$ cat src/rtl/tron_ctrl_pkg.sv
// tron_ctrl_pkg: shared encodings and instruction decode for the Tron multicycle controller
package tron_ctrl_pkg;
  typedef enum logic [2:0] {S_FETCH, S_DECODE, S_EXEC, S_MEM, S_WB, S_LINK, S_JUMP} state_t;
  typedef enum logic [3:0] {ALU_AND, ALU_OR, ALU_XOR, ALU_ADD, ALU_SUB, ALU_MOV, ALU_LSH, ALU_LUI} alu_op_t;
  typedef enum logic [2:0] {K_ALU, K_LOAD, K_STOR, K_JAL, K_BR, K_JC, K_ILL} kind_t;
  typedef struct packed {
    kind_t   kind;
    alu_op_t op;
    logic    imm;
    logic    wr;
    logic    fwe;
  } dec_t;
  localparam logic [3:0] OP_RTYPE = 4'h0, OP_MEMJ = 4'h4, OP_SHIFT = 4'h8, OP_BCOND = 4'hC, OP_LUI = 4'hF;
  localparam logic [3:0] EX_AND = 4'h1, EX_OR = 4'h2, EX_XOR = 4'h3, EX_ADD = 4'h5;
  localparam logic [3:0] EX_SUB = 4'h9, EX_CMP = 4'hB, EX_MOV = 4'hD, EX_LSH = 4'h4;
  localparam logic [3:0] EX_LOAD = 4'h0, EX_STOR = 4'h4, EX_JAL = 4'h8, EX_JCOND = 4'hC;
  localparam logic [1:0] PC_INC = 2'b00, PC_REL = 2'b01, PC_REG = 2'b10;
  localparam logic [1:0] WB_ALU = 2'b00, WB_MEM = 2'b01, WB_LINK = 2'b10;
  localparam int FL_C = 0, FL_L = 1, FL_F = 2, FL_Z = 3, FL_N = 4;
  localparam logic [3:0] CC_EQ = 4'h0, CC_NE = 4'h1, CC_CS = 4'h2, CC_CC = 4'h3;
  localparam logic [3:0] CC_HI = 4'h4, CC_LS = 4'h5, CC_GT = 4'h6, CC_LE = 4'h7;
  localparam logic [3:0] CC_FS = 4'h8, CC_FC = 4'h9, CC_LO = 4'hA, CC_HS = 4'hB;
  localparam logic [3:0] CC_LT = 4'hC, CC_GE = 4'hD, CC_UC = 4'hE, CC_NV = 4'hF;

  // ALU codes live in ext for R-type and in the opcode for immediate forms
  function automatic dec_t decode(input logic [15:0] ir);
    dec_t d;
    logic [3:0] opc, ext, code;
    opc = ir[15:12];
    ext = ir[7:4];
    code = (opc == OP_RTYPE) ? ext : opc;
    d = '{kind: K_ALU, op: ALU_AND, imm: opc != OP_RTYPE, wr: 1'b1, fwe: 1'b0};
    case (code)
      EX_AND: d.op = ALU_AND;
      EX_OR: d.op = ALU_OR;
      EX_XOR: d.op = ALU_XOR;
      EX_ADD: begin d.op = ALU_ADD; d.fwe = 1'b1; end
      EX_SUB: begin d.op = ALU_SUB; d.fwe = 1'b1; end
      EX_CMP: begin d.op = ALU_SUB; d.fwe = 1'b1; d.wr = 1'b0; end
      EX_MOV: d.op = ALU_MOV;
      default: d.kind = K_ILL;
    endcase
    if (opc == OP_SHIFT) begin
      d.kind = (ext == EX_LSH || ext[3:1] == 3'b000) ? K_ALU : K_ILL;
      d.op = ALU_LSH;
      d.imm = ext != EX_LSH;
    end
    if (opc == OP_LUI) begin
      d.kind = K_ALU;
      d.op = ALU_LUI;
    end
    if (opc == OP_MEMJ)
      d.kind = ext == EX_LOAD ? K_LOAD : ext == EX_STOR ? K_STOR : ext == EX_JAL ? K_JAL :
               ext == EX_JCOND ? K_JC : K_ILL;
    if (opc == OP_BCOND) d.kind = K_BR;
    return d;
  endfunction
endpackage

$ cat src/rtl/tron_cond_eval.sv
// tron_cond_eval: evaluates a branch/jump condition code against the flag register
module tron_cond_eval
  import tron_ctrl_pkg::*;
#(
  parameter int FLAG_W = 5
) (
  input  logic [3:0]        i_cond,
  input  logic [FLAG_W-1:0] i_flags,
  output logic              o_taken
);
  logic w_n, w_z, w_f, w_l, w_c;
  assign w_n = i_flags[FL_N];
  assign w_z = i_flags[FL_Z];
  assign w_f = i_flags[FL_F];
  assign w_l = i_flags[FL_L];
  assign w_c = i_flags[FL_C];
  // one entry per condition code
  always_comb begin
    o_taken = 1'b0;
    case (i_cond)
      CC_EQ: o_taken = w_z;
      CC_NE: o_taken = !w_z;
      CC_CS: o_taken = w_c;
      CC_CC: o_taken = !w_c;
      CC_HI: o_taken = w_l;
      CC_LS: o_taken = !w_l;
      CC_GT: o_taken = w_n;
      CC_LE: o_taken = !w_n;
      CC_FS: o_taken = w_f;
      CC_FC: o_taken = !w_f;
      CC_LO: o_taken = !w_l && !w_z;
      CC_HS: o_taken = w_l || w_z;
      CC_LT: o_taken = !w_n && !w_z;
      CC_GE: o_taken = w_n || w_z;
      CC_UC: o_taken = 1'b1;
      CC_NV: o_taken = 1'b0;
      default: o_taken = 1'b0;
    endcase
  end
endmodule

$ cat src/rtl/tron_mc_ctrl.sv
// tron_mc_ctrl: multicycle control FSM with memory handshake watchdog for the Tron CPU
module tron_mc_ctrl
  import tron_ctrl_pkg::*;
#(
  parameter int FLAG_W   = 5,
  parameter int REG_AW   = 4,
  parameter int MAX_WAIT = 15,
  parameter int WAIT_CW  = 4
) (
  input  logic              clk,
  input  logic              reset,
  input  logic [15:0]       instr,
  input  logic [FLAG_W-1:0] flags,
  input  logic              mem_ready,
  output logic              ir_load,
  output logic              pc_en,
  output logic [1:0]        pc_sel,
  output logic              mem_req,
  output logic              mem_write,
  output logic              addr_sel,
  output logic              reg_write,
  output logic [1:0]        wb_sel,
  output logic              imm_sel,
  output logic [3:0]        alu_op,
  output logic              flag_we,
  output logic              illegal,
  output logic              bus_err,
  output logic [2:0]        state
);
  state_t r_state, w_next;
  logic [WAIT_CW-1:0] r_wait, w_wait_nx;
  logic [REG_AW-1:0] w_rdest;
  logic w_taken, w_tout, w_alu;
  dec_t w_dec;
  assign w_dec = decode(instr);
  assign w_rdest = instr[8 +: REG_AW];
  assign w_alu = w_dec.kind == K_ALU;
  assign w_tout = (r_state == S_FETCH || r_state == S_MEM) && r_wait == WAIT_CW'(MAX_WAIT);
  assign w_wait_nx = (mem_req && !mem_ready) ? r_wait + 1'b1 : '0;
  assign state = r_state;

  tron_cond_eval #(.FLAG_W(FLAG_W)) u_cond (
    .i_cond (w_rdest),
    .i_flags(flags),
    .o_taken(w_taken)
  );

  // state and wait-state counter; reset abandons any access in flight
  always_ff @(posedge clk or negedge reset) begin
    if (!reset) begin
      r_state <= S_FETCH;
      r_wait <= '0;
    end else begin
      r_state <= w_next;
      r_wait <= w_wait_nx;
    end
  end

  // next state and control outputs, all held low while reset is asserted
  always_comb begin
    w_next = r_state;
    ir_load = 1'b0;
    pc_en = 1'b0;
    pc_sel = PC_INC;
    mem_req = 1'b0;
    mem_write = 1'b0;
    addr_sel = 1'b0;
    reg_write = 1'b0;
    wb_sel = WB_ALU;
    imm_sel = 1'b0;
    alu_op = ALU_AND;
    flag_we = 1'b0;
    illegal = 1'b0;
    bus_err = 1'b0;
    if (reset) begin
      case (r_state)
        S_FETCH: begin
          bus_err = w_tout;
          mem_req = !w_tout;
          ir_load = !w_tout && mem_ready;
          w_next = ir_load ? S_DECODE : S_FETCH;
        end
        S_DECODE: begin
          illegal = w_dec.kind == K_ILL;
          pc_en = illegal;
          w_next = illegal ? S_FETCH : (w_dec.kind == K_LOAD || w_dec.kind == K_STOR) ? S_MEM :
                   w_dec.kind == K_JAL ? S_LINK : S_EXEC;
        end
        S_EXEC: begin
          pc_en = 1'b1;
          pc_sel = (w_dec.kind == K_BR && w_taken) ? PC_REL : (w_dec.kind == K_JC && w_taken) ? PC_REG : PC_INC;
          reg_write = w_alu && w_dec.wr;
          flag_we = w_alu && w_dec.fwe;
          imm_sel = w_alu && w_dec.imm;
          alu_op = w_alu ? w_dec.op : ALU_AND;
          w_next = S_FETCH;
        end
        S_MEM: begin
          bus_err = w_tout;
          mem_req = !w_tout;
          addr_sel = !w_tout;
          mem_write = !w_tout && w_dec.kind == K_STOR;
          pc_en = w_tout || (mem_ready && w_dec.kind == K_STOR);
          w_next = w_tout ? S_FETCH : !mem_ready ? S_MEM : w_dec.kind == K_STOR ? S_FETCH : S_WB;
        end
        S_WB: begin
          reg_write = 1'b1;
          wb_sel = WB_MEM;
          pc_en = 1'b1;
          w_next = S_FETCH;
        end
        S_LINK: begin
          reg_write = 1'b1;
          wb_sel = WB_LINK;
          w_next = S_JUMP;
        end
        S_JUMP: begin
          pc_en = 1'b1;
          pc_sel = PC_REG;
          w_next = S_FETCH;
        end
        default: w_next = S_FETCH;
      endcase
    end
  end
endmodule

$ cat config.mk
export PLATFORM = sky130hd
export DESIGN_NAME = tron_mc_ctrl
export DESIGN_NICKNAME = d
export VERILOG_FILES = /design/src/rtl/tron_ctrl_pkg.sv /design/src/rtl/tron_cond_eval.sv /design/src/rtl/tron_mc_ctrl.sv
export SDC_FILE = /design/constraint.sdc
export NUM_CORES = 1
export LEC_CHECK = 0
export CAP_MARGIN = 40
export CORE_MARGIN = 3
export CORE_UTILIZATION = 54
export DETAILED_ROUTE_END_ITERATION = 7
export DONT_BUFFER_PORTS = 1
export PLACE_DENSITY = 0.69
export REMOVE_ABC_BUFFERS = 1
export SKIP_CTS_REPAIR_TIMING = 1
export SYNTH_ARGS = -nofsm -noshare
export SYNTH_HDL_FRONTEND = slang
export SYNTH_SLANG_ARGS = --single-unit
$ cat constraint.sdc
create_clock -name clk -period 3.6 [get_ports clk]
set_input_delay 1.08 -clock clk [delete_from_list [all_inputs] [get_ports clk]]
set_output_delay 1.08 -clock clk [all_outputs]
set_load 0.05 [all_outputs]
Yosys cells after proc, flatten, opt, wreduce, memory -nomap -nowiden
Cells that the tools add are included.
Widths: inputs -> output; s select.
Word-level totals
  memory bits (writable): 0
  flip-flop bits (word level): 7
  ROM bits: 0
  output and inout bits: 21
  memories: 0
  logic and storage cells: 137
  latch bits: 0
  bits of input ports: 24
Cells by class
  shift-type cells: 0
  reduce and logical (&&, ||, !) cells: 38
  mux-type cells: 53
  equality and inequality tests: 43
  $mul: 0
  $lt $le $gt $ge: 0
  add/subtract/negate cells: 1
  divide/modulo/power cells: 0
  bitwise operators: 0
Operators by type and width (number)
  $eq 4x4->1 const B: 17
  $mux 3: 13
  $eq 4x3->1 const B: 7
  $mux 1: 21
  $mux 4: 5
  $eq 3x3->1 const B: 6
  $eq 4x2->1 const B: 4
  $pmux 1 s16: 1
  $pmux 3 s5: 1
  $eq 3x2->1 const B: 4
  $logic_and 1x1->1: 12
  $logic_not 4->1: 3
  $pmux 3 s4: 1
  $mux 2: 5
  $logic_not 3->1: 3
  $eq 4x1->1 const B: 2
  $mux 8: 1
  $pmux 2 s2: 2
  $logic_not 1->1: 7
  $mux 7: 1
  $reduce_or 7->1: 1
  $eq 3x1->1 const B: 2
  $logic_or 1x1->1: 6
  $reduce_or 2->1: 3
  6 further kinds: 7

Depth between registers and ports, before layout
Gate-level depths: netlist (run 1).
  depth after elaboration: 15
  mapped depth: 6
  gate-level depth less buffers: 6

By module
From an unflattened synthesis (run 1), not the netlist that was laid out.
Second synthesis, totals
  cells, all modules: 155
  area, all modules: 1139.8 um2
By module, submodules not included
  tron_mc_ctrl: area each 955.9 um2, cells each 132, times used 1, sequential area each 175.2 um2
  tron_cond_eval: area each 183.9 um2, cells each 23, times used 1, sequential area each 0.0 um2

Least setup slack after synthesis (run 1)
No wires, ideal clock.
  path kind: input -> output
  from: in instr[14]
  to: out pc_en
  arrival time: 3.090 ns
  buffers on the path: 1
  data required time: 2.520 ns
  slack: -0.570 ns
  stages: 6
  cells stage by stage: buf_2 nor3_4 a22o_1 a21oi_1 or2_1 o31ai_1
On the way
  word-level cells in the longest chain between the ends: 14
  elaborated cells between the ends (all ways): 25
  those cells by class: eq/ne: 13; mux: 8; reduce/logical: 4
RTL lines
  start, declared: RTL line tron_mc_ctrl.sv:12  | input logic [15:0] instr,
  $logic_not 4->1: RTL line tron_ctrl_pkg.sv:31  | code = (opc == OP_RTYPE) ? ext : opc;
  $mux 4: RTL line tron_ctrl_pkg.sv:31
  $eq 4x4->1 (tied with other cells): RTL line tron_ctrl_pkg.sv:33  | case (code)
  $reduce_or 7->1 (no line)
  $mux 3: RTL line tron_ctrl_pkg.sv:33
  $mux 8: RTL line tron_ctrl_pkg.sv:43  | if (opc == OP_SHIFT) begin
  $mux 7: RTL line tron_ctrl_pkg.sv:48  | if (opc == OP_LUI) begin
  $mux 3: RTL line tron_ctrl_pkg.sv:52  | if (opc == OP_MEMJ)
  $mux 3 (*): RTL line tron_ctrl_pkg.sv:55  | if (opc == OP_BCOND) d.kind = K_BR;
  $eq 3x2->1: RTL line tron_mc_ctrl.sv:103  | pc_en = w_tout || (mem_ready && w_dec.kind == K_STOR);
  $logic_and 1x1->1: RTL line tron_mc_ctrl.sv:103
  $logic_or 1x1->1: RTL line tron_mc_ctrl.sv:103
  $pmux 1 s3 (*): RTL line tron_mc_ctrl.sv:76  | case (r_state)
  $mux 1 (*): RTL line tron_mc_ctrl.sv:75  | if (reset) begin
  end, declared: RTL line tron_mc_ctrl.sv:16  | output logic pc_en,
Every way passes the cells marked *; elsewhere a longest branch is shown, timed or not.

Worst setup path in the final report (run 1)
  from: in instr[14]
  to: out flag_we
On the way
  word-level cells in the longest chain between the ends: 13
  elaborated cells between the ends (all ways): 25
  those cells by class: eq/ne: 11; mux: 9; reduce/logical: 5
RTL lines
  $logic_not 4->1: RTL line tron_ctrl_pkg.sv:31
  $mux 4: RTL line tron_ctrl_pkg.sv:31
  $eq 4x4->1 (tied with other cells): RTL line tron_ctrl_pkg.sv:33
  $reduce_or 7->1 (no line)
  $mux 3: RTL line tron_ctrl_pkg.sv:33
  $mux 8: RTL line tron_ctrl_pkg.sv:43
  $mux 7: RTL line tron_ctrl_pkg.sv:48
  $mux 3: RTL line tron_ctrl_pkg.sv:52
  $mux 3: RTL line tron_ctrl_pkg.sv:55
  $logic_not 3->1: RTL line tron_mc_ctrl.sv:37  | assign w_alu = w_dec.kind == K_ALU;
  $logic_and 1x1->1 (*): RTL line tron_mc_ctrl.sv:93  | flag_we = w_alu && w_dec.fwe;
  $mux 1 (*): RTL line tron_mc_ctrl.sv:76
  $mux 1 (*): RTL line tron_mc_ctrl.sv:75
  end, declared: RTL line tron_mc_ctrl.sv:25  | output logic flag_we,
Marked as above.

==> results_dict.tcl, run 1 <==
set metrics [dict create \
    status "finished clean" \
    cp_data_required_time_ns 2.52 \
    slowest_stage "a21oi_1" \
    yosysWarnings 0 \
    min_from "r_wait[0]" \
    drv_cap 0 \
    crit_family "compound AO/OA/AOI/OAI gates" \
    path_cells "nor2_1 -> a31oi_1 -> a21oi_1 -> o21ai_1 -> nor3_1 -> buf_4" \
    netlist.top_cell.by_area "dfrtp_1" \
    cts_buffers 3 \
    synth_area_leaders "dfrtp_1 (19%), nor2_1 (7.2%), nand3_1 (4.8%)" \
    globalplace.congestion 0.801 \
    die_h_um 47.6 \
    reg2reg_depth 5 \
    cts_tree "yes" \
    vdd_drop_max_v 0.000453 \
    gr-total-overflow 0 \
    rsz0062_at_grt "false" \
    yosysSeqAreaShare_pct 18.7 \
    fin_skew_ns 0.00348 \
    max-slew-margin-rel_pct 49.3 \
    hold_viol_final 0 \
    slowest_delay_ns 0.30 \
    port_buffers 0 \
    rr_startpoint "state[2]" \
    hold_class "reg2reg" \
    worstReg2RegEnd "state[2]" \
    drtIter0Drc 38 \
    clk_path_buf_depth 2 \
    worst_pin_slew_ns 0.761 \
    async_flop_share_pct 100 \
    worstPathArrival_ns 2.40 \
    top_usage_layer "met2" \
    timing.final.max_slew_violations 0 \
    antenna_found_initial 0 \
    design_area_um2 1110 \
    root_buffer "clkbuf_4" \
    viasPerCell 6.38 \
    hold_path_depth 1 \
    synthCells 131 \
    ys.flop_type "dfrtp_1" \
    hpwl_um 2000 \
    nNetsFinal 173 \
    start_util_pct 60.0 \
    yosys.area.top_type_share_pct 18.7 \
    io_pins 45 \
    cts-htree-levels 1 \
    leakage_nw 0.500 \
    postRouteAntennaNets 0 \
    netlist-cell-type-count 46 \
    core_um2 1560 \
    finalSetupViolations 0 \
    grt_pass1_wl_um 3680 \
    power_mw 0.462 \
    die_area_um2 2270 \
    grt_use_met2_pct 38.0 \
    end_kind "output port" \
    rows 14 \
    synth-seq-cells 7 \
    hold_end "r_wait[0]" \
    grt_pass1_vias 892 \
    grt_use_total_pct 22.4 \
    rrSetupSlack_ns 1.71 \
    fp.dieW_um 47.6 \
    cts.sinks 7 \
    clk_pin_slew_ns 0.05 \
    vias 1040 \
    avgRoutedWirePerCell_um 15.3 \
    fin_crit_ns 3.48 \
    critical_path_buf_inv_count 1 \
    max_freq_mhz 288 \
    wirelength_um 2490 \
    placed_cell_area_um2 1080 \
    finalCritPeriodShare_pct 96.6 \
    synth-edff-count 0 \
    grt_util_met1_pct 27.1 \
    grt_max_degree 19 \
    path_class "in2out" \
    avgSynthCellArea_um2 7.13 \
    clkLatencyLatePin_ns 0.26 \
    cp-start-kind "input port" \
    fillers 128 \
    critical_path.max_fanout 10 \
    n_antenna_cell 0 \
    drc 0 \
    p_per_area_nw_per_um2 416 \
    layout-drive-gt1-share_pct 23.1 \
    use_met3_pct 7.14 \
    drt_pre_antenna_iters 4 \
    area_growth_syn_to_layout_pct 18.7 \
    synth_area_um2 935 \
]
worst max-delay path by stage:
stage | endpoint | start | cells after the start
after floorplan | pc_en | instr[13] | 5
after global placement | pc_sel[1] | instr[10] | 5
after detailed placement | pc_sel[1] | instr[10] | 5
after CTS | flag_we | instr[14] | 6
after global routing | pc_sel[1] | instr[13] | 6
final | flag_we | instr[14] | 6
registers in the layout, indices dropped and copies added (netlist names):
register	flops
r_wait	4
state	3
worst reg2reg max path, delay by kind of cell (launching register included):
kind | cells | cell delay (ns)
buf+inv | 1 | 0.40
flops | 1 | 0.64
simple gates | 3 | 0.56
compound gates | 1 | 0.23
cell type report:
type | count | area, um2 | area share, %
Tap cell | 16 | 20.0 | 1.80
Sequential cell | 7 | 175 | 15.8
Multi-Input combinational cell | 110 | 711 | 64.0
Inverter | 8 | 30.0 | 2.71
Clock buffer | 4 | 26.3 | 2.37
Timing Repair Buffer | 18 | 148 | 13.3
cell usage after synthesis (3+ instances only):
cell / count
nor2_1: 18
nand2_1: 12
nand3_1: 9
a21oi_1: 8
inv_1: 8
dfrtp_1: 7
nand2b_1: 6
nor3_1: 5
a31oi_1: 4
and3_1: 4
o21ai_0: 4
buf_2: 3
nor4b_1: 3
cells by family (layout without fill, tap and decap cells):
group | after synthesis | after routing | share of synthesized area (%)
other cells | 1 | 1 | 0.401
xor+xnor | 4 | 4 | 3.75
buf+inv | 14 | 30 | 6.43
fa+ha+maj | 1 | 1 | 1.34
flops | 7 | 7 | 18.7
compound gates | 33 | 33 | 24.4
mux | 2 | 2 | 3.61
simple gates | 69 | 69 | 41.4
layout by cell type (no fill, tap or decap), drive strengths merged, types with 5 or more instances in the layout:
| cell type | Yosys | layout |
|---|---|---|
| a31oi | 5 | 5 |
| buf | 4 | 18 |
| nand3 | 10 | 10 |
| a21oi | 10 | 10 |
| nor2 | 18 | 18 |
| nand2b | 6 | 6 |
| nand2 | 12 | 12 |
| nor3 | 7 | 7 |
| inv | 8 | 8 |
| o21ai | 5 | 5 |
| dfrtp | 7 | 7 |
layer usage:
metal | wire length (um) | part of all wire [%]
met1 | 1030 | 41
met2 | 1200 | 48
met3 | 223 | 9.0
met4 | 38 | 1.5
met5 | 0 | 0
where the power goes:
group / internal, mW / switching (mW) / total [mW]
clock: 0.0425 / 0.0322 / 0.0748
sequential: 0.0919 / 0.0439 / 0.136
combinational: 0.0804 / 0.171 / 0.251
stage by stage:
stage	hold WS (ns)	cells	setup slack (ns)	setup TNS, ns	util, %
final	0.491	163	0.122	0	71.2
after global routing	0.500	163	0.0133	0	71.2
after CTS	0.506	163	0.137	0	71.2
after detailed placement	0.499	159	0.140	0	69.5
after global placement	0.448	159	0.141	0	69.5
after floorplan	0.431	125	-0.460	-1.64	-
Power figures use the tool's default switching activity.
==> inputs of run 2 (changes only) <==
--- a/config.mk
+++ b/config.mk
@@ -10,7 +10,7 @@
 export CORE_UTILIZATION = 54
 export DETAILED_ROUTE_END_ITERATION = 7
 export DONT_BUFFER_PORTS = 1
-export PLACE_DENSITY = 0.69
+export PLACE_DENSITY = 0.72
 export REMOVE_ABC_BUFFERS = 1
 export SKIP_CTS_REPAIR_TIMING = 1
 export SYNTH_ARGS = -nofsm -noshare
==> constraint.sdc (replaced) <==
create_clock -name clk -period 3.1 [get_ports clk]
set_input_delay 0.93 -clock clk [delete_from_list [all_inputs] [get_ports clk]]
set_output_delay 0.93 -clock clk [all_outputs]
set_load 0.05 [all_outputs]
==> results_dict.tcl, run 2 (synthesized netlist as in run 1, its figures left out) <==
set metrics [dict create \
    layout_commonest_cell "buf_4" \
    fin_crit_ns 3.17 \
    root_buffer "clkbuf_4" \
    fillers 118 \
    n_antenna_cell 0 \
    grt_max_degree 19 \
    fp.dieW_um 47.6 \
    area_growth_syn_to_layout_pct 26.6 \
    cts-htree-levels 1 \
    clk_pin_slew_ns 0.06 \
    holdWs_ns 0.365 \
    viasPerCell 6.19 \
    rsz0062_at_grt "true" \
    vdd_drop_max_v 0.000386 \
    worstPathArrival_ns 2.24 \
    layout-drive-gt1-share_pct 28.1 \
    drt_pre_antenna_iters 4 \
    globalplace.congestion 0.847 \
    port_buffers 0 \
    cp-start-kind "input port" \
    design_area_um2 1180 \
    finalCritPeriodShare_pct 102 \
    grt_pass1_wl_um 3710 \
    final_cell_mix "buf_4 (21), nor2_1 (17), nand2_1 (12), nand3_1 (9), inv_1 (8)" \
    wirelength_um 2440 \
    drv_cap 0 \
    cts_buffers 3 \
    cts.sinks 7 \
    worst_pin_slew_ns 0.558 \
    max_freq_mhz 316 \
    drtIter0Drc 41 \
    grt_pass1_vias 939 \
    multi_input_area_um2 732 \
    hpwl_um 1990 \
    avgRoutedWirePerCell_um 14.4 \
    regMostFlops "r_wait" \
    power_mw 0.552 \
    core_um2 1560 \
    grt_use_total_pct 22.5 \
    io_pins 45 \
    place_ws_ns -0.0672 \
    cp_data_required_time_ns 2.17 \
    max-slew-margin-rel_pct 62.6 \
    die_area_um2 2270 \
    postRouteAntennaNets 0 \
    fin_skew_ns 0.00578 \
    cts_tree "yes" \
    violations "setup timing" \
    largest_register_ffs 4 \
    start_util_pct 60.0 \
    end_kind "output port" \
    gr-total-overflow 0 \
    leakage_nw 0.534 \
    seq_area_um2 175 \
    drc 0 \
    timing.final.max_slew_violations 0 \
    rows 14 \
    antenna_found_initial 0 \
    die_h_um 47.6 \
    status "finished, violations left" \
    nNetsFinal 179 \
    finalSetupViolations 2 \
    critical_path.max_fanout 4 \
    hold_viol_final 0 \
    setup_ws_ns -0.0659 \
    path_class "in2out" \
    placed_cell_area_um2 1130 \
    vias 1046 \
    clk_path_buf_depth 2 \
    p_per_area_nw_per_um2 467 \
    hold_class "in2async" \
    clkLatencyLatePin_ns 0.25 \
]
run 2: cell count changes in the layout (fill, tap and decap cells not counted), sizes merged:
cell	previous run	this run
buf	18	24
run 2: critical path, stage by stage:
cell and delay, ns:
mux4_2 0.47, o32a_2 0.23, nor4b_4 0.14, a311o_1 0.31
buf_12 0.16
run 2: per-stage QoR:
| stage | utilization [%] | cells | TNS (ns) |
|---|---|---|---|
| final | 75.9 | 169 | -0.0676 |
| after global routing | 75.9 | 169 | -0.132 |
| after CTS | 74.1 | 169 | -0.115 |
| after detailed placement | 72.4 | 165 | -0.102 |
| after global placement | 72.4 | 165 | -0.0507 |
| after floorplan | - | 125 | -3.74 |
run 2: where the power goes:
part / total [mW] / switching [mW] / internal (mW)
registers: 0.124 / 0.0167 / 0.108
logic: 0.343 / 0.235 / 0.108
clock network: 0.0847 / 0.0355 / 0.0492
run 2: cell type report:
| class | instances | area share (%) |
|---|---|---|
| repair buffers | 24 | 16.9 |
| inverters | 8 | 2.54 |
| flip-flops and latches | 7 | 14.8 |
| multi-input cells | 110 | 61.8 |
| clock buffers | 4 | 2.22 |
| well taps | 16 | 1.69 |
run 2: per-layer routing:
layer / vias to the layer above / global-route usage, % / part of all wire (%)
li1: 519 / - / -
met2: 50 / 37.4 / 48
met3: 0 / 7.89 / 9.7
met1: 477 / 28.7 / 42
met5: - / 0 / 0
met4: 0 / 3.23 / 0
run 2: worst paths after layout:
path                       startpoint        end  slack [ns]  cells past startpoint
setup reg to reg            r_wait[0]   state[2]        1.33                      6
setup / recovery            instr[10]  pc_sel[1]       -0.07                      5
hold reg to reg             r_wait[0]  r_wait[0]        0.46                      1
hold / removal                  reset   state[1]        0.36                      0
max in group asynchronous       reset  r_wait[1]        2.66                      0
min in group clk            r_wait[0]  r_wait[0]        0.46                      1
